**src/rtl/musa_stage_sequencer.sv**
```systemverilog
// Multi-cycle control sequencer for the MUSA core: walks IFH/ID/EX/MEM/WB/HLT,
// emits per-stage strobes and counts retired instructions.
module musa_stage_sequencer (
  input  logic        clk,
  input  logic        rst_n,
  input  logic        run,
  input  logic [5:0]  opcode,
  input  logic        imem_ready,
  input  logic        dmem_ready,
  output logic [2:0]  stage,
  output logic        imem_req,
  output logic        ir_we,
  output logic        dmem_req,
  output logic        dmem_we,
  output logic        reg_we,
  output logic        pc_we,
  output logic        halted,
  output logic        illegal_op,
  output logic [15:0] retired
);

  typedef enum logic [2:0] {
    ST_IFH = 3'b000,
    ST_ID  = 3'b001,
    ST_EX  = 3'b010,
    ST_MEM = 3'b011,
    ST_WB  = 3'b100,
    ST_HLT = 3'b101
  } state_e;

  state_e      state_q, state_d;
  logic [15:0] retired_q, retired_d;

  logic is_r, is_ialu, is_lw, is_sw, is_br, is_nop, is_halt, is_undef;

  always_comb begin
    is_r    = 1'b0;
    is_ialu = 1'b0;
    is_lw   = 1'b0;
    is_sw   = 1'b0;
    is_br   = 1'b0;
    is_nop  = 1'b0;
    is_halt = 1'b0;
    case (opcode)
      6'b000000:                                    is_r    = 1'b1;
      6'b001000, 6'b001010, 6'b001100, 6'b001101:   is_ialu = 1'b1;
      6'b100011:                                    is_lw   = 1'b1;
      6'b101011:                                    is_sw   = 1'b1;
      6'b000100, 6'b001001, 6'b010001,
      6'b000011, 6'b000111:                         is_br   = 1'b1;
      6'b000001:                                    is_nop  = 1'b1;
      6'b000010:                                    is_halt = 1'b1;
      default: ;
    endcase
    is_undef = ~(is_r | is_ialu | is_lw | is_sw | is_br | is_nop | is_halt);
  end

  // Strobes are gated by rst_n as well as run so nothing leaks out while reset is held.
  always_comb begin
    state_d    = state_q;
    imem_req   = 1'b0;
    ir_we      = 1'b0;
    dmem_req   = 1'b0;
    dmem_we    = 1'b0;
    reg_we     = 1'b0;
    pc_we      = 1'b0;
    illegal_op = 1'b0;
    if (run && rst_n) begin
      case (state_q)
        ST_IFH: begin
          imem_req = 1'b1;
          if (imem_ready) begin
            ir_we   = 1'b1;
            state_d = ST_ID;
          end
        end
        ST_ID: begin
          if (is_halt) begin
            state_d = ST_HLT;
          end else if (is_nop) begin
            pc_we   = 1'b1;
            state_d = ST_IFH;
          end else if (is_undef) begin
            illegal_op = 1'b1;
            pc_we      = 1'b1;
            state_d    = ST_IFH;
          end else begin
            state_d = ST_EX;
          end
        end
        ST_EX: begin
          if (is_br) begin
            pc_we   = 1'b1;
            state_d = ST_IFH;
          end else if (is_lw || is_sw) begin
            state_d = ST_MEM;
          end else begin
            state_d = ST_WB;
          end
        end
        ST_MEM: begin
          dmem_req = 1'b1;
          dmem_we  = is_sw;
          if (dmem_ready) begin
            if (is_sw) begin
              pc_we   = 1'b1;
              state_d = ST_IFH;
            end else begin
              state_d = ST_WB;
            end
          end
        end
        ST_WB: begin
          reg_we  = 1'b1;
          pc_we   = 1'b1;
          state_d = ST_IFH;
        end
        ST_HLT: state_d = ST_HLT;
        default: state_d = ST_IFH;
      endcase
    end
  end

  assign retired_d = retired_q + {15'd0, pc_we};

  always_ff @(posedge clk or negedge rst_n) begin
    if (!rst_n) begin
      state_q   <= ST_IFH;
      retired_q <= 16'd0;
    end else begin
      state_q   <= state_d;
      retired_q <= retired_d;
    end
  end

  assign stage   = state_q;
  assign halted  = rst_n && (state_q == ST_HLT);
  assign retired = retired_q;

endmodule
```
**config.mk**
```make
export PLATFORM = sky130hd
export DESIGN_NAME = musa_stage_sequencer
export DESIGN_NICKNAME = d
export VERILOG_FILES = /design/src/rtl/musa_stage_sequencer.sv
export SDC_FILE = /design/constraint.sdc
export NUM_CORES = 1
export LEC_CHECK = 0
export BUFFER_PORTS_ARGS = -buffer_cell sky130_fd_sc_hd__buf_2
export CORE_MARGIN = 3
export CORE_UTILIZATION = 49
export DETAILED_ROUTE_END_ITERATION = 8
export HOLD_SLACK_MARGIN = 0.03
export PLACE_DENSITY = 0.78
export SLEW_MARGIN = 20
export SYNTH_ARGS = -nofsm -noshare
export SYNTH_HDL_FRONTEND = slang
export SYNTH_SLANG_ARGS = --single-unit
```
**constraint.sdc**
```tcl
create_clock -name clk -period 2.67 [get_ports clk]
set_clock_uncertainty 0.15 [all_clocks]
set_input_delay 0.534 -clock clk [delete_from_list [all_inputs] [get_ports clk]]
set_output_delay 0.534 -clock clk [all_outputs]
set_load 0.01 [all_outputs]
```
=== After elaboration in Yosys (flattened, before gate mapping) ===
Cells that the tools add are included.

* Equal/unequal tests: 20
* Add/subtract/negate cells: 1
* Muxes and demuxes: 39
* Shift-type cells: 0
* Multiply operators: 0
* Divide/modulo/power cells: 0
* Bitwise operators: 6
* Magnitude comparators: 0
* Reduce and logical (&&, ||, !) cells: 8

{| class="wikitable"
|+ Operators by type and width
! kind !! number
|-
| $eq 6x4->1 const B || 5
|-
| $mux 1 || 29
|-
| $mux 3 || 6
|-
| $add 16x1->16 || 1
|-
| $pmux 3 s5 || 1
|-
| $eq 6x2->1 const B || 2
|-
| $eq 6x3->1 const B || 2
|-
| $eq 6x6->1 const B || 2
|-
| $eq 3x2->1 const B || 2
|-
| $eq 3x3->1 const B || 2
|-
| $eq 6x1->1 const B || 1
|-
| $eq 6x5->1 const B || 1
|-
| $logic_not 6->1 || 1
|-
| $or 1x1->1 || 6
|-
| $reduce_or 5->1 || 1
|-
| $mux 2 || 2
|-
| $ne 2x2->1 const B || 2
|-
| $pmux 1 s4 || 1
|-
| $reduce_or 4->1 || 1
|-
| $eq 3x1->1 const B || 1
|-
| $logic_not 3->1 || 1
|-
| $reduce_and 3->1 || 1
|-
| $logic_and 1x1->1 || 2
|-
| $logic_or 1x1->1 || 1
|}

* Bits in read-only memories: 0
* Memories kept: 0
* Bits in registers: 19
* Bits in writable memories: 0
* Latch bits: 0

=== Logic depth before layout (Yosys ltp) ===
Gate-level depths: netlist of run 1.

* Word-level depth: 15
* Depth in mapped cells: 12
* Mapped depth without buffers: 11

=== Least setup slack after synthesis of run 1 ===
OpenSTA, ideal clock, no wires.

* Path type: input-to-reg
* Start: input opcode[0]
* End: register retired_q[13], in the netlist retired[13]
* Arrival time: 2518 ps
* Stages: 11
* Path buffers: 0
* Required time: 2395 ps
* Path slack: -123 ps
* Path through: or4b_1 -> o21ai_1 -> a21oi_1 -> o32ai_2 -> a211o_1 -> ha_1 -> nand3_1 -> nand2b_1 -> nor2_1 -> nand3_1 -> xnor2_1

* Word-level cells in the longest chain between the ends: 15
* Elaborated cells on any way between the ends: 38
* Those cells by class: add/sub (1); eq/ne (13); mux (15); bitwise (6); reduce/logical (3)

{| class="wikitable"
|+ Ends and longest elaborated chain
! item !! RTL line !! RTL
|-
| start, declared || 7 || <nowiki>input logic [5:0] opcode,</nowiki>
|-
| $eq 6x4->1 || 44 || <nowiki>case (opcode)</nowiki>
|-
| $reduce_or 4->1 || 44 ||
|-
| $mux 1 || 44 ||
|-
| $or 1x1->1 (6 in a row) || 55 || <nowiki>is_undef = ~(is_r | is_ialu | is_lw | is_sw | is_br | is_nop | is_halt);</nowiki>
|-
| $mux 1 || 83 || <nowiki>end else if (is_undef) begin</nowiki>
|-
| $mux 1 || 80 || <nowiki>end else if (is_nop) begin</nowiki>
|-
| $mux 1 || 78 || <nowiki>if (is_halt) begin</nowiki>
|-
| $pmux 1 s4 * || 69 || <nowiki>case (state_q)</nowiki>
|-
| $mux 1 * || 68 || <nowiki>if (run && rst_n) begin</nowiki>
|-
| net pc_we || 16 || <nowiki>output logic pc_we,</nowiki>
|-
| $add 16x1->16 * || 124 || <nowiki>assign retired_d = retired_q + {15'd0, pc_we};</nowiki>
|-
| net retired_d[13] || 32 || <nowiki>logic [15:0] retired_q, retired_d;</nowiki>
|-
| end signal, assigned || 132 || <nowiki>retired_q <= retired_d;</nowiki>
|-
| end, declared || 32 ||
|}

Mark *: on every way through the listed nets, which the timed path passes. The rest lies on a longest branch.
A chain may end at the register's enable or synchronous reset.

=== Worst setup path after layout of run 1 ===
* Start: input opcode[0]
* End: output pc_we

* Word-level cells in the longest chain between the ends: 14
* Elaborated cells on any way between the ends: 37
* Those cells by class: eq/ne (13); mux (15); bitwise (6); reduce/logical (3)

{| class="wikitable"
|+ Ends and longest elaborated chain
! item !! RTL line
|-
| $eq 6x4->1 || 44
|-
| $reduce_or 4->1 || 44
|-
| $mux 1 || 44
|-
| $or 1x1->1 (6 in a row) || 55
|-
| $mux 1 || 83
|-
| $mux 1 || 80
|-
| $mux 1 || 78
|-
| $pmux 1 s4 * || 69
|-
| $mux 1 * || 68
|-
| end, declared || 16
|}

Every way passes the cells marked *; elsewhere a longest branch is shown, timed or not.

==> results of run 1 <==
## cell families (layout without fill, tap and decap cells)
| group | after synthesis | count (layout) | share of synthesized area |
|---|---|---|---|
| muxes | 1 | 1 | 0.00897 |
| and+or+nand+nor | 61 | 61 | 0.297 |
| adders and majority gates | 2 | 2 | 0.0224 |
| buffers and inverters | 7 | 61 | 0.0247 |
| DFF | 19 | 19 | 0.426 |
| xor gates and xnor gates | 15 | 15 | 0.118 |
| AOI/OAI and AO/OA | 15 | 15 | 0.103 |
## flip-flops by register name, summed over array words and instances (netlist names)
signal   cells
retired     16
stage        3
## routing by layer
| metal | vias to the layer above | wire length (um) |
|---|---|---|
| li1 | 543 | - |
| met1 | 501 | 1200 |
| met2 | 40 | 1390 |
| met3 | 2 | 117 |
| met4 | 0 | 18 |
| met5 | - | 0 |
## worst max-delay path: stages
cell	delay, ps
buf_2	100
or4b_4	530
o21ai_2	80
a21oi_2	80
o32ai_2	250
a211o_1	200
buf_4	120
buf_6	90
## final cells by class
type	instances	area, um2	area share
repair buffers	54	319	0.204
clock buffers	4	26.3	0.0168
multi-input cells	94	702	0.448
well taps	27	33.8	0.0215
flip-flops and latches	19	475	0.303
inverters	3	11.3	0.00718
## Yosys cell counts, drive strengths merged
master,n,area [um2]
clkbuf,3,11.3
buf,1,5.00
a21oi,1,5.00
nor2b,2,12.5
nor2,13,48.8
a211oi,1,7.51
mux2i,1,10.0
o31ai,1,7.51
nand3,10,50.1
nor4,1,6.26
xnor2,10,87.6
a221oi,1,8.76
a31oi,2,12.5
nand2b,3,18.8
ha,2,25.0
o32ai,1,16.3
nor3,6,30.0
or4b,1,10.0
a211o,1,8.76
o211ai,1,7.51
and2,2,13.8
nand2,8,30.0
o21ai,3,15.0
and3,3,18.8
xor2,5,43.8
dfrtp,19,475
nand4,4,25.0
nor4b,2,17.5
nand3b,1,7.51
o21bai,1,7.51
a221o,1,10.0
and4,3,27.5
or2b,2,15.0
inv,3,11.3
a311oi,1,8.76
## per-stage QoR
stage,cells,setup slack (ps)
floorplan,120,3.09
global placement,194,-92.8
detailed placement,194,-139
CTS,201,32.9
global route,201,-62.1
finish,201,-3.94
## worst paths after layout
path	start	end	slack, ps	cells past startpoint
worst min register to register	retired[15]	retired[15]	340	1
worst max-delay path	opcode[0]	pc_we	-4	8
max in group asynchronous	rst_n	retired[13]	2080	2
min in group clk	retired[15]	retired[15]	340	1
worst max register to register	stage[1]	retired[15]	210	12
worst min-delay path	rst_n	retired[7]	80	2
## cells in the final DEF, fill, tap and decap left out, types with 2 or more instances in the layout
master and instances:
a31oi_1 2, and3_1 3, and4_1 2, buf_2 36
buf_4 17, clkbuf_4 3, dfrtp_1 19, ha_4 2
inv_1 3, nand2_1 8, nand2b_1 2, nand3_1 7
nand3_2 3, nand4_1 4, nor2_1 11, nor2b_1 2
nor3_1 6, nor4b_2 2, o21ai_0 2, or2b_1 2
xnor2_1 10, xor2_1 5
## timing repair
action,4_1_cts,5_1_grt
cloned,0,0
setup buffers,3,0
pin swaps,1,5
gates resized for setup,0,11
endpoints found under the setup margin,1,6
## power by group
| part | leakage (nW) | internal [mW] | switching [mW] | total [mW] |
|---|---|---|---|---|
| Combinational | 0.506 | 0.181 | 0.217 | 0.399 |
| Clock | 0.0150 | 0.0580 | 0.0876 | 0.146 |
| Sequential | 0.256 | 0.340 | 0.0679 | 0.408 |
| Total | 0.776 | 0.579 | 0.373 | 0.952 |
==> results.json, run 1 <==
{
  "crit_fanout": 2,
  "nets": 188,
  "wl_um": 2730,
  "grt_max_degree": 20,
  "diodes": 0,
  "clkLatencyLatePin_ps": 290,
  "rows": 16,
  "dr_total_vias": 1086,
  "tightestPinTransition_ps": 335,
  "cts_tree": "built",
  "finalCriticalPeriod_ps": 2670,
  "gr-total-overflow": 0,
  "timing.setup.tns_ps": -3.94,
  "power_mw": 0.952,
  "fin_ws_ps": -3.94,
  "grtUsageMet2": 0.357,
  "grtUsageMet3": 0.0332,
  "stdcell_area_um2": 1570,
  "setup_viol": 1,
  "cp-end-kind": "output pin",
  "yosysWarnings": 0,
  "start_util": 0.541,
  "ys_types": 38,
  "violations": "negative setup slack",
  "wl_per_cell_um": 13.6,
  "clk_pin_slew_ps": 120,
  "hold_viol_final": 0,
  "drv_slew": 0,
  "synth_cells": 120,
  "area_delta_synth_final_pct": 40.5,
  "crit_type": "in2out",
  "ir_drop_uv": 473,
  "die_h_um": 53.7,
  "antenna_found_initial": 0,
  "drc": 0,
  "relSlewSlack": 0.776,
  "fin_crit_sh": 1.00,
  "holdBufCountCts": 0,
  "drtAntennaViolNets": 0,
  "grt_pass1_wl_um": 4380,
  "track_usage": 0.201,
  "drive_above_1_share": 0.425,
  "hp-class": "in2async",
  "viasPerCell": 5.40,
  "dpl.hpwl_um": 2090,
  "grtUsageMet1": 0.258,
  "fin_util": 0.760,
  "crit_arrival_ps": 1990,
  "die_w_um": 53.7,
  "drt_iter0_drc": 17,
  "portBuffers": 37,
  "gp_congestion": 0.806,
  "h-tree-depth": 1,
  "static-leakage-power_nw": 0.776,
  "clock_path_buffers": 2,
  "start_kind": "input pin",
  "grt_pass1_vias": 1015,
  "n_fill_cell": 151,
  "dr.pass1.iters": 4,
  "worstPathRequired_ps": 1990,
  "dieArea_um2": 2890,
  "ys_seq_elements": 19,
  "cts_buffers": 3,
  "cap_violations": 0,
  "core_um2": 2060,
  "placed_area_um2": 1470,
  "grt_setup_unrepaired": "true",
  "holdWs_ps": 83.8,
  "synth_area_per_cell_um2": 9.30,
  "cts_root_buffer": "clkbuf_4",
  "ys_seq_area_frac": 0.426,
  "outcome": "finished with violations",
  "max_freq_mhz": 374,
  "grt-busiest-layer": "met2",
  "synth_fp_nets": 133,
  "synth.cell_area_um2": 1120,
  "power.density_nw_per_um2": 607,
  "io_pins": 38,
  "cts_sinks": 19
}
No activity file was read; power rests on OpenSTA's default activity.
==> run 2, diff against run 1 <==
CORE_UTILIZATION = 45   (was 49)
PLACE_DENSITY = 0.73   (was 0.78)
TNS_END_PERCENT = 20   (was not set)
==> run 2 against run 1 <==
Net effect:
- the run now ends clean
- maximum frequency increased by 1.4%
- global-route usage decreased by 1.7 points
- sequential power about the same
- setup slack improved by 36 ps
- cell area increased by 1.7%
- final cell count increased by 2.5%
- routed wire length increased by 3.6%
- critical endpoint unchanged
==> results.json, run 2 (same netlist as run 1, synthesis figures left out) <==
{
  "outcome": "completed",
  "start_util": 0.490,
  "power.density_nw_per_um2": 594,
  "start_kind": "input pin",
  "startpoint": "opcode[0]",
  "rows": 17,
  "cts_tree": "built",
  "dr.pass1.iters": 4,
  "diodes": 0,
  "fin_crit_sh": 0.988,
  "holdBufCountCts": 0,
  "cts_buffers": 3,
  "clock_path_buffers": 2,
  "area_delta_synth_final_pct": 42.8,
  "finalCriticalPeriod_ps": 2640,
  "cap_violations": 0,
  "largest_reg_flops": 16,
  "wl_met2_um": 1490,
  "reg2reg_depth": 12,
  "dr_total_vias": 1122,
  "dr.max_layer_used": "met4",
  "core_um2": 2280,
  "drtAntennaViolNets": 0,
  "cts_sinks": 19,
  "final_cell_mix": "buf_2 (36), buf_4 (22), dfrtp_1 (19)",
  "drive_above_1_share": 0.438,
  "crit_type": "in2out",
  "placed_area_um2": 1480,
  "io_pins": 38,
  "ir_drop_uv": 471,
  "hp-class": "in2async",
  "setup_viol": 0,
  "stdcell_area_um2": 1590,
  "hold_viol_final": 0,
  "clkLatencyLatePin_ps": 290,
  "relSlewSlack": 0.766,
  "wl_um": 2820,
  "fin_util": 0.700,
  "viasPerCell": 5.45,
  "place_inst": 196,
  "worstPathRequired_ps": 1990,
  "tightestPinTransition_ps": 350,
  "layout_commonest_cell": "buf_2",
  "grt_pass1_wl_um": 4620,
  "nets": 192,
  "antenna_found_initial": 0,
  "static-leakage-power_nw": 0.796,
  "grt_max_degree": 20,
  "grt_pass1_vias": 1000,
  "max_freq_mhz": 379,
  "crit_arrival_ps": 1950,
  "drt_iter0_drc": 28,
  "dieArea_um2": 3110,
  "track_usage": 0.184,
  "grt_setup_unrepaired": "true",
  "finalNonFillerCells": 206,
  "cp-end-kind": "output pin",
  "power_mw": 0.946,
  "drv_slew": 0,
  "gp_congestion": 0.789,
  "m1WireLength_um": 1220,
  "r2r-start": "stage[1]",
  "die_w_um": 55.8,
  "crit_fanout": 7,
  "portBuffers": 37,
  "wl_met3_um": 104,
  "wl_per_cell_um": 13.7,
  "gr-total-overflow": 0,
  "clk_pin_slew_ps": 100,
  "die_h_um": 55.8,
  "drc": 0,
  "cts_root_buffer": "clkbuf_4",
  "dpl.hpwl_um": 2190,
  "h-tree-depth": 1
}
## run 2: power breakdown
part,leakage (nW),switching [mW],internal [mW],total (mW)
logic,0.525,0.213,0.182,0.395
clock network,0.0150,0.0828,0.0580,0.141
registers,0.256,0.0706,0.340,0.410
## run 2: through the flow
step / worst slack [ps] / hold WS, ps / TNS (ps)
after floorplan: 3.09 / 88.4 / 0
after global placement: -98.3 / 306 / -439
after detailed placement: -218 / 333 / -1470
after CTS: 15.5 / 83.7 / 0
after global routing: -22.2 / 82.9 / -48.7
final: 31.9 / 95.2 / 0
## run 2: timing repair
action	CTS	global route
resized for setup	0	11
gates cloned	0	0
endpoints found under the setup margin	1	7
pin swaps	1	4
buffers inserted	4	2
## run 2: final cells by class
class	instances	area, um2
multi-input combinational	94	701
fill	168	682
sequential	19	475
timing repair buffer	58	345
tap	28	35.0
clock buffer	4	26.3
inverter	3	11.3
## run 2: critical path: stages
cell and delay, ps:
buf_2 110, buf_4 150, and2_4 170, nor4b_2 160
a21oi_2 140, o32ai_2 90, a211o_1 330, buf_4 140
buf_4 130
## run 2: metal layers
metal / up-vias / global-route usage
met3: 2 / 0.0464
met2: 21 / 0.326
met1: 552 / 0.227
met5: - / 0
li1: 547 / -
met4: 0 / 0.0313
## run 2: final timing paths
check	to	slack, ps
worst max-delay path	pc_we	30
worst min-delay path	retired[11]	100
worst max register to register	retired[12]	230
worst min register to register	retired[10]	350
max in group asynchronous	retired[4]	2070
min in group clk	retired[10]	350
